[config.mk]
export PLATFORM = sky130hd
export DESIGN_NAME = sp_arbiter
export DESIGN_NICKNAME = d
export VERILOG_FILES = /design/src/rtl/sp_pkg.sv /design/src/rtl/rr_arb2.sv /design/src/rtl/sp_arbiter.sv
export SDC_FILE = /design/constraint.sdc
export NUM_CORES = 1
export LEC_CHECK = 0
export BUFFER_PORTS_ARGS = -buffer_cell sky130_fd_sc_hd__buf_2
export CELL_PAD_IN_SITES_DETAIL_PLACEMENT = 2
export CELL_PAD_IN_SITES_GLOBAL_PLACEMENT = 2
export CORE_ASPECT_RATIO = 0.9
export CORE_UTILIZATION = 25
export DETAILED_ROUTE_END_ITERATION = 8
export GPL_ROUTABILITY_DRIVEN = 0
export MAX_ROUTING_LAYER = met4
export PLACE_DENSITY_LB_ADDON = 0.3
export SLEW_MARGIN = 40
export SYNTH_ARGS = -nofsm -noshare
export SYNTH_HDL_FRONTEND = slang
export SYNTH_SLANG_ARGS = --single-unit
[constraint.sdc]
create_clock -name clk -period 4.5 [get_ports clk]
set_input_delay 0.45 -clock clk [delete_from_list [all_inputs] [get_ports clk]]
set_output_delay 0.45 -clock clk [all_outputs]
set_load 0.03 [all_outputs]
[src/rtl/sp_pkg.sv]
// Shared sizing and state encoding for the two-requester sample-processing arbiter.
package sp_pkg;
  localparam int SAMPLE_W     = 9;
  localparam int RESULT_W     = 10;
  localparam int MODE_W       = 3;
  localparam int FRAME_LEN    = 9;
  localparam int WAIT_TIMEOUT = 255;
  localparam int CNT_W        = $clog2(FRAME_LEN + 1);
  localparam int TMO_W        = 8;

  typedef enum logic [1:0] {
    IDLE,
    LOAD,
    SEND,
    WAIT
  } state_t;
endpackage

[src/rtl/rr_arb2.sv]
// Two-way round-robin decision: pure combinational pick of the next frame owner.
module rr_arb2 (
  input  logic [1:0] req,
  input  logic       last_owner,
  output logic       grant_valid,
  output logic       winner_id
);
  assign grant_valid = |req;
  // On contention the side that did not win last time goes next.
  assign winner_id   = (&req) ? ~last_owner : req[1];
endmodule

[src/rtl/sp_arbiter.sv]
// Frame arbiter: grants one of two requesters, buffers a 9-sample frame, streams it to
// the engine and forwards three engine results (with timeout) back to the owner.
module sp_arbiter
  import sp_pkg::*;
(
  input  logic                       clk,
  input  logic                       rst_n,
  input  logic                       req_0,
  input  logic [MODE_W-1:0]          mode_0,
  output logic                       gnt_0,
  input  logic                       dat_vld_0,
  input  logic signed [SAMPLE_W-1:0] dat_0,
  input  logic                       req_1,
  input  logic [MODE_W-1:0]          mode_1,
  output logic                       gnt_1,
  input  logic                       dat_vld_1,
  input  logic signed [SAMPLE_W-1:0] dat_1,
  output logic                       sp_in_valid,
  output logic [SAMPLE_W-1:0]        sp_in_data,
  output logic [MODE_W-1:0]          sp_in_mode,
  input  logic                       sp_out_valid,
  input  logic signed [RESULT_W-1:0] sp_out_data,
  output logic                       res_valid,
  output logic                       res_id,
  output logic [RESULT_W-1:0]        res_data,
  output logic                       res_last,
  output logic                       busy,
  output logic                       err
);
  state_t              r_state, w_state_next;
  logic                r_owner, r_last_owner;
  logic [MODE_W-1:0]   r_mode;
  logic [SAMPLE_W-1:0] r_buf [FRAME_LEN];
  logic [CNT_W-1:0]    r_cnt;
  logic [TMO_W-1:0]    r_timer;
  logic [1:0]          r_rcnt;

  logic                r_gnt_0, r_gnt_1, r_sp_in_valid, r_res_valid, r_res_id, r_res_last;
  logic                r_busy, r_err;
  logic [SAMPLE_W-1:0] r_sp_in_data;
  logic [MODE_W-1:0]   r_sp_in_mode;
  logic [RESULT_W-1:0] r_res_data;

  logic                w_grant_valid, w_winner, w_own_vld;
  logic [SAMPLE_W-1:0] w_own_dat;
  logic                w_load_done, w_send_done, w_third, w_timeout, w_err;

  rr_arb2 u_rr (
    .req         ({req_1, req_0}),
    .last_owner  (r_last_owner),
    .grant_valid (w_grant_valid),
    .winner_id   (w_winner)
  );

  assign w_own_vld   = r_owner ? dat_vld_1 : dat_vld_0;
  assign w_own_dat   = r_owner ? dat_1 : dat_0;
  assign w_load_done = (r_state == LOAD) && w_own_vld && (r_cnt == CNT_W'(FRAME_LEN - 1));
  assign w_send_done = (r_state == SEND) && (r_cnt == CNT_W'(FRAME_LEN));
  assign w_third     = (r_state == WAIT) && sp_out_valid && (r_rcnt == 2'd2);
  assign w_timeout   = (r_state == WAIT) && (r_timer == TMO_W'(WAIT_TIMEOUT));
  // Timeout err is raised one count early so it lands while busy is still high.
  assign w_err = (sp_out_valid && (r_state != WAIT)) ||
                 (w_own_vld && ((r_state == SEND) || (r_state == WAIT))) ||
                 ((r_state == WAIT) && !w_third && (r_timer == TMO_W'(WAIT_TIMEOUT - 1)));

  always_comb begin
    w_state_next = r_state;
    case (r_state)
      IDLE:    if (w_grant_valid) w_state_next = LOAD;
      LOAD:    if (w_load_done) w_state_next = SEND;
      SEND:    if (w_send_done) w_state_next = WAIT;
      WAIT:    if (w_third || w_timeout) w_state_next = IDLE;
      default: w_state_next = IDLE;
    endcase
  end

  always_ff @(posedge clk or negedge rst_n) begin
    if (!rst_n) begin
      r_state       <= IDLE;
      r_owner       <= 1'b0;
      r_last_owner  <= 1'b1;
      r_mode        <= '0;
      r_cnt         <= '0;
      r_timer       <= '0;
      r_rcnt        <= '0;
      for (int i = 0; i < FRAME_LEN; i++) r_buf[i] <= '0;
      r_gnt_0       <= 1'b0;
      r_gnt_1       <= 1'b0;
      r_sp_in_valid <= 1'b0;
      r_sp_in_data  <= '0;
      r_sp_in_mode  <= '0;
      r_res_valid   <= 1'b0;
      r_res_id      <= 1'b0;
      r_res_data    <= '0;
      r_res_last    <= 1'b0;
      r_busy        <= 1'b0;
      r_err         <= 1'b0;
    end else begin
      r_state       <= w_state_next;
      r_busy        <= (w_state_next != IDLE);
      r_err         <= w_err;
      r_gnt_0       <= 1'b0;
      r_gnt_1       <= 1'b0;
      r_sp_in_valid <= 1'b0;
      r_sp_in_data  <= '0;
      r_sp_in_mode  <= '0;
      r_res_valid   <= 1'b0;
      r_res_id      <= 1'b0;
      r_res_data    <= '0;
      r_res_last    <= 1'b0;
      case (r_state)
        IDLE: begin
          if (w_grant_valid) begin
            r_owner      <= w_winner;
            r_last_owner <= w_winner;
            r_mode       <= w_winner ? mode_1 : mode_0;
            r_gnt_0      <= ~w_winner;
            r_gnt_1      <= w_winner;
            r_cnt        <= '0;
          end
        end
        LOAD: begin
          if (w_own_vld) begin
            r_buf[r_cnt] <= w_own_dat;
            // The first word is issued on the transition so the stream aligns with SEND.
            if (w_load_done) begin
              r_cnt         <= CNT_W'(1);
              r_sp_in_valid <= 1'b1;
              r_sp_in_data  <= r_buf[0];
              r_sp_in_mode  <= r_mode;
            end else begin
              r_cnt <= r_cnt + CNT_W'(1);
            end
          end
        end
        SEND: begin
          if (w_send_done) begin
            r_timer <= '0;
            r_rcnt  <= '0;
          end else begin
            r_sp_in_valid <= 1'b1;
            r_sp_in_data  <= r_buf[r_cnt];
            r_cnt         <= r_cnt + CNT_W'(1);
          end
        end
        WAIT: begin
          r_timer <= r_timer + TMO_W'(1);
          if (sp_out_valid) begin
            r_res_valid <= 1'b1;
            r_res_id    <= r_owner;
            r_res_data  <= sp_out_data;
            r_res_last  <= (r_rcnt == 2'd2);
            r_rcnt      <= r_rcnt + 2'd1;
          end
        end
        default: ;
      endcase
    end
  end

  assign gnt_0       = r_gnt_0;
  assign gnt_1       = r_gnt_1;
  assign sp_in_valid = r_sp_in_valid;
  assign sp_in_data  = r_sp_in_data;
  assign sp_in_mode  = r_sp_in_mode;
  assign res_valid   = r_res_valid;
  assign res_id      = r_res_id;
  assign res_data    = r_res_data;
  assign res_last    = r_res_last;
  assign busy        = r_busy;
  assign err         = r_err;
endmodule

; ---- Yosys cells after proc, flatten, opt, wreduce, memory -nomap -nowiden
; Index checks and enable logic that the tools add are counted.
[totals]
register_bits = 132
in_bits = 41
output_inout_bits = 30
word_cells = 124
[classes]
addsub = 3
n_lt_le_gt_ge = 2
n_eq_ne = 14
mux = 48
n_bitwise = 3
reduce_logical = 27
[op_table]
columns = cell, n
row1 = 81-bit bitwise mux, 1
row2 = 9-bit 2-to-1 mux, 7
row3 = 9-bit binary-select mux with 4-bit select, 1
row4 = 9-bit demux with 4-bit select, 1
row5 = 10-bit 2-to-1 mux, 2
row6 = 9-bit case mux with 2 select lines, 1
row7 = 8-bit == test (second input constant), 2
row8 = 4-bit 2-to-1 mux, 4
row9 = 8-bit case mux with 2 select lines, 1
row10 = 1-bit 2-to-1 mux, 15
row11 = 2-bit 2-to-1 mux, 6
row12 = 3-bit 2-to-1 mux, 4
row13 = 4-bit case mux with 3 select lines, 1
row14 = 1-bit logical AND, 11
row15 = 2-bit != test (second input constant), 5
row16 = 8-bit by 1-bit adder with 8-bit output (second input constant), 1
row17 = 4-bit == test (second input constant), 2
row18 = 8-bit 2-to-1 mux, 1
row19 = 2-bit case mux with 4 select lines, 1
row20 = 2-bit AND reduction, 4
row21 = 2-bit == test (second input constant), 3
row22 = 5-bit greater-or-equal comparator (second input constant), 1
row23 = 5-bit by 1-bit < comparator with 1-bit output (second input constant), 1
row24 = 4-bit inverter with 5-bit output, 1
row25 = 15 further kinds, 20

; ---- Depth between registers and ports, before layout
[depth]
depth_word = 7
depth_mapped = 9
mapped_depth_nobuf = 6

; ---- Hierarchy
; From an unflattened synthesis, not the netlist that was laid out.
[unflattened]
cells_unflattened = 570
area_unflattened_um2 = 6236.0
[modules_own_cells]
columns = module, instances, cells_each, area_per_inst_um2, seq_area_each_um2
row1 = sp_arbiter, 1, 568, 6222.2, 3304.4
row2 = rr_arb2, 1, 2, 13.8, 0.0

; ---- Worst setup path before layout
; OpenSTA, ideal clock, no wires.
[synth_path]
path_type = reg2reg
from = register r_cnt[0]
to = register r_busy, in the netlist busy
setup_ns = 0.138
t_arrival_ns = 1.895
required_time_ns = 4.362
path_slack_ns = 2.468
path_stages_with_launch = 9
n_path_buf = 2
period_less_slack_ns = 2.032
path_cell_list = dfrtp_1 > buf_2 > clkbuf_1 > inv_1 > ha_1 > and3b_1 > nand2_1 > a2111oi_4 > o22ai_1
[synth_between]
elab_chain_len = 5
elab_cells_between_ends = 8
cone_classes = eq/ne: 2 / mux: 3 / reduce/logical: 3
[synth_rtl]
columns = item, line
row1 = start: declaration, sp_arbiter.sv:34  ; logic [CNT_W-1:0] r_cnt;
row2 = start signal: assignment, sp_arbiter.sv:132  ; r_cnt <= r_cnt + CNT_W'(1);
row3 = start signal: assignment, sp_arbiter.sv:143  ; r_cnt <= r_cnt + CNT_W'(1);
row4 = 4-bit == test (on tied branches), "sp_arbiter.sv:58, sp_arbiter.sv:57"
row5 = 1-bit logical AND (on tied branches), "sp_arbiter.sv:58, sp_arbiter.sv:57"
row6 = 2-bit 2-to-1 mux (on tied branches), "sp_arbiter.sv:71, sp_arbiter.sv:70"
row7 = 2-bit case mux with 4 select lines (*), sp_arbiter.sv:68  ; case (r_state)
row8 = 2-bit nonzero test (*), sp_arbiter.sv:100  ; r_busy <= (w_state_next != IDLE);
row9 = end signal: assignment, sp_arbiter.sv:100
row10 = end: declaration, sp_arbiter.sv:39  ; logic r_busy, r_err;
; Every way passes the cells marked *; elsewhere a longest branch is shown, timed or not.
; A chain may end at the register's enable or synchronous reset.

; ---- Worst setup path in the final report
[layout_path]
from = register r_cnt[1]
to = register r_sp_in_data[8], in the netlist sp_in_data[8]
[layout_between]
elab_chain_len = 6
elab_cells_between_ends = 12
cone_classes = eq/ne: 2 / mux: 7 / bitwise: 1 / reduce/logical: 2
[layout_rtl]
columns = item, line
row1 = 4-bit inverter with 5-bit output (not written as such), sp_arbiter.sv:142  ; r_sp_in_data <= r_buf[r_cnt];
row2 = 9-bit binary-select mux with 4-bit select, sp_arbiter.sv:142
row3 = 9-bit 2-to-1 mux (not written as such) (2 in a row), sp_arbiter.sv:142
row4 = 9-bit 2-to-1 mux, sp_arbiter.sv:137  ; if (w_send_done) begin
row5 = 9-bit case mux with 2 select lines (*), sp_arbiter.sv:111  ; case (r_state)
row6 = end signal: assignment, sp_arbiter.sv:129  ; r_sp_in_data <= r_buf[0];
row7 = end signal: assignment, sp_arbiter.sv:142
row8 = end: declaration, sp_arbiter.sv:40  ; logic [SAMPLE_W-1:0] r_sp_in_data;
; Every way passes the cells marked *; elsewhere a longest branch is shown, timed or not. The select of a mux whose other input is x is not followed.

==> results.rst <==
.. list-table::
   :header-rows: 1

   * - Metric
     - Value
   * - Result of the run
     - completed
   * - Crit path buffers/inverters
     - 1
   * - Type of origin of the critical path
     - flip-flop
   * - Count of antenna diodes in the layout
     - 0
   * - PnR Total Power
     - 0.00442 W
   * - I/O pin count
     - 71
   * - Count of yosys warnings during synthesis
     - 0
   * - Root Driver
     - sky130_fd_sc_hd__clkbuf_16
   * - H-tree level count
     - 4
   * - Vias in the first global route
     - 5300
   * - Power per unit of standard cell area
     - 589 mW/mm2
   * - Post-layout min period
     - 3.07 ns
   * - Post-synth cell types
     - 56
   * - Source-to-sink clock delay at the later pin of the worst-skew pair
     - 0.43 ns
   * - Yosys top cell by area
     - sky130_fd_sc_hd__dfrtp_1
   * - Number of flops mapped to enable cells by yosys
     - 0
   * - Synthesized area per cell
     - 10.8 um2
   * - Ratio of final minimum period to clock period
     - 68.2%
   * - Sequence of cells on the critical path
     - clkinv_1, ha_1, and3b_1, nand3_2, nor2_2, a32o_1
   * - Unrepaired setup endpoints after global routing
     - false
   * - Number of nets in the finished design
     - 686
   * - Number of max-capacitance violations reported
     - 0
   * - Share of Yosys cell area claimed by the top area cell type
     - 52.6%
   * - Number of nets produced by synthesis
     - 628
   * - # resized after CTS
     - 0
   * - Tot GR Track Use
     - 16.6%
   * - Worst path max stage delay
     - 0.75 ns
   * - Die Ht
     - 152 um
   * - Drt initial violations
     - 241
   * - Placeable core region
     - 0.0243 mm2
   * - Finished Layout Cells
     - 954
   * - Buffers from clock root to sink, at most
     - 2
   * - Gate count of the mapped netlist
     - 575
   * - Fraction of synthesis flops using an asynchronous set or reset pin
     - 100%
   * - Placed Instances
     - 921
   * - Pre-antenna DRT Iters
     - 4
   * - DRT Wirelength
     - 19100 um
   * - Buffers on Ports
     - 70
   * - Number of buffers added for setup after CTS
     - 0
   * - Number of buffers inserted by hold repair at cts
     - 0
   * - Vias after detailed routing
     - 4718
   * - Initial antenna violation count
     - 0
   * - Leakage power figure
     - 3.50 nW
   * - Rows
     - 54
   * - Most area-consuming cells after synthesis
     - sky130_fd_sc_hd__dfrtp_1 (53%), sky130_fd_sc_hd__o21ai_0 (7.7%), sky130_fd_sc_hd__nand2_1 (5.5%)
   * - Final total negative setup slack
     - 0 ns
   * - DP HPWL
     - 12700 um
   * - Routed vias/inst
     - 4.95
   * - Area growth from synthesis to layout
     - 20.5%
   * - Arrival @ worst endpoint
     - 3.37 ns
   * - Worst vdd ir
     - 0.000278 V
   * - Worst Clk Skew
     - 0.00961 ns
   * - Sequential cell area fraction in the yosys report
     - 53.0%
   * - Netlist Area Pre-Place
     - 0.00623 mm2
   * - Share of layout cells above drive strength 1
     - 25.5%
   * - Worst slew margin
     - 42.5%
   * - Clk sink count
     - 132
   * - Most used flip-flop cell after synthesis
     - sky130_fd_sc_hd__dfrtp_1
   * - Area of all placed cells without fillers
     - 0.00751 mm2
   * - Upper clock frequency limit
     - 326 MHz
   * - Cell Area, Placed
     - 0.00681 mm2
   * - Wire length of the first global-routing pass
     - 30900 um
   * - Die area
     - 0.0256 mm2
   * - CP top delay family
     - simple AND/OR/NAND/NOR gates
   * - Largest fanout of any net on the critical path
     - 23
   * - # setup viols final
     - 0
   * - Final max-slew violation count
     - 0
   * - Slowest library cell on the worst path
     - sky130_fd_sc_hd__dfrtp_1
   * - Wire per inst
     - 20.0 um
   * - WS Path Type
     - flip-flop to flip-flop
   * - Number of storage elements in the synthesis netlist
     - 132
   * - Antenna-violating nets left
     - 0
   * - Final hold violations
     - 0
   * - Pin count of the biggest net entering global routing
     - 85
   * - Clock input transition at the sequential cells of the worst setup and hold paths
     - 0.06 ns
   * - Transition at the pin with the smallest max-transition slack
     - 0.861 ns
   * - Worst path setup slack after routing
     - 1.43 ns
   * - DRC
     - 0
   * - Horizontal extent of the die
     - 168 um
   * - Worst Path Required
     - 4.80 ns
   * - Initial Util
     - 25.6%
   * - Critical path endpoint category
     - flip-flop
   * - HP Class
     - input port to asynchronous set/reset pin
   * - Worst Setup Slack post-DPL
     - 1.42 ns
   * - Cts bufs inserted
     - 17
   * - Global route overflow
     - 0
   * - Clock tree from TritonCTS
     - done
-- logic make-up after synthesis --
logic type,count (synthesis),share of synthesized area [%]
compound gates,170,18.0
buf+inv,51,4.36
fa+ha+maj,12,2.41
xor+xnor,4,0.562
flops,132,53.0
mux,53,9.22
simple gates,153,12.5
-- layout make-up --
| class | instances | area [um2] |
|---|---|---|
| multi-input cells | 392 | 2690 |
| fillers | 2663 | 16800 |
| inverters | 16 | 60.1 |
| repair buffers | 74 | 393 |
| flip-flops and latches | 132 | 3310 |
| clock inverters | 11 | 195 |
| clock buffers | 21 | 480 |
| well taps | 308 | 385 |
-- cells in the mapped netlist (8+ instances only) --
cell                          n
sky130_fd_sc_hd__a32o_1       9
sky130_fd_sc_hd__clkbuf_1     9
sky130_fd_sc_hd__dfrtp_1    131
sky130_fd_sc_hd__nand2_1     92
sky130_fd_sc_hd__inv_1       15
sky130_fd_sc_hd__nand4_2      8
sky130_fd_sc_hd__mux2_2      26
sky130_fd_sc_hd__nor2_1      15
sky130_fd_sc_hd__and3_1      13
sky130_fd_sc_hd__ha_1        12
sky130_fd_sc_hd__a21oi_1     16
sky130_fd_sc_hd__a2bb2oi_1    9
sky130_fd_sc_hd__mux2i_1     21
sky130_fd_sc_hd__a221o_1      9
sky130_fd_sc_hd__o21ai_0     96
sky130_fd_sc_hd__buf_2       15
-- cell usage in the layout (no fill, tap or decap), drive strengths merged, types with 16 or more instances in the layout --
master  count
inv        17
dfrtp     131
buf        73
clkbuf     22
nand2      92
nor2       17
a21oi      16
mux2       32
mux2i      21
o21ai      98
-- state kept, by name, summed over array words and instances, names as in the netlist, 2 cells and up --
register / flops
r_state: 2
sp_in_mode: 3
r_buf: 81
sp_in_data: 9
r_timer: 8
r_cnt: 4
res_data: 10
r_rcnt: 2
r_mode: 3
-- metal layers --
layer	global-route usage [%]	part of all wire (%)	vias to the layer above
li1	-	-	2168
met1	20.1	46	2456
met2	28.0	50	75
met3	3.43	3.0	19
met4	4.91	1.3	0
met5	-	0	-
-- worst reg2reg max path, stage by stage (launching register included) --
cell	delay, ns
sky130_fd_sc_hd__dfrtp_1	0.75
sky130_fd_sc_hd__clkinv_1	0.53
sky130_fd_sc_hd__ha_1	0.44
sky130_fd_sc_hd__and3b_1	0.28
sky130_fd_sc_hd__nand3_2	0.42
sky130_fd_sc_hd__nor2_2	0.23
sky130_fd_sc_hd__a32o_1	0.30
-- worst paths after layout --
kind	from	end	slack, ns	cells past startpoint
min in group clk	req_0	r_last_owner	0.25	2
min	rst_n	r_timer[4]	0.08	1
max in group asynchronous	rst_n	r_cnt[2]	3.52	2
max	r_cnt[1]	sp_in_data[8]	1.43	6
min reg2reg	r_buf[27]	r_buf[27]	0.48	2
max reg2reg	r_cnt[1]	sp_in_data[8]	1.43	6
-- through the flow --
| step | util [%] | hold slack (ns) |
|---|---|---|
| after global routing | 30.9 | 0.119 |
| after detailed placement | 28.0 | 0.467 |
| after global placement | 27.9 | 0.455 |
| final | 30.9 | 0.0768 |
| after CTS | 30.8 | 0.121 |
| after floorplan | - | 0.154 |
-- power breakdown --
part	total [W]	switching [W]	leakage, nW	internal, W
combinational	0.00116	0.000711	1.41	0.000445
sequential	0.00166	0.000218	1.77	0.00144
clock	0.00161	0.000561	0.322	0.00105
total	0.00442	0.00149	3.50	0.00293
No activity file was read; power rests on OpenSTA's default activity.
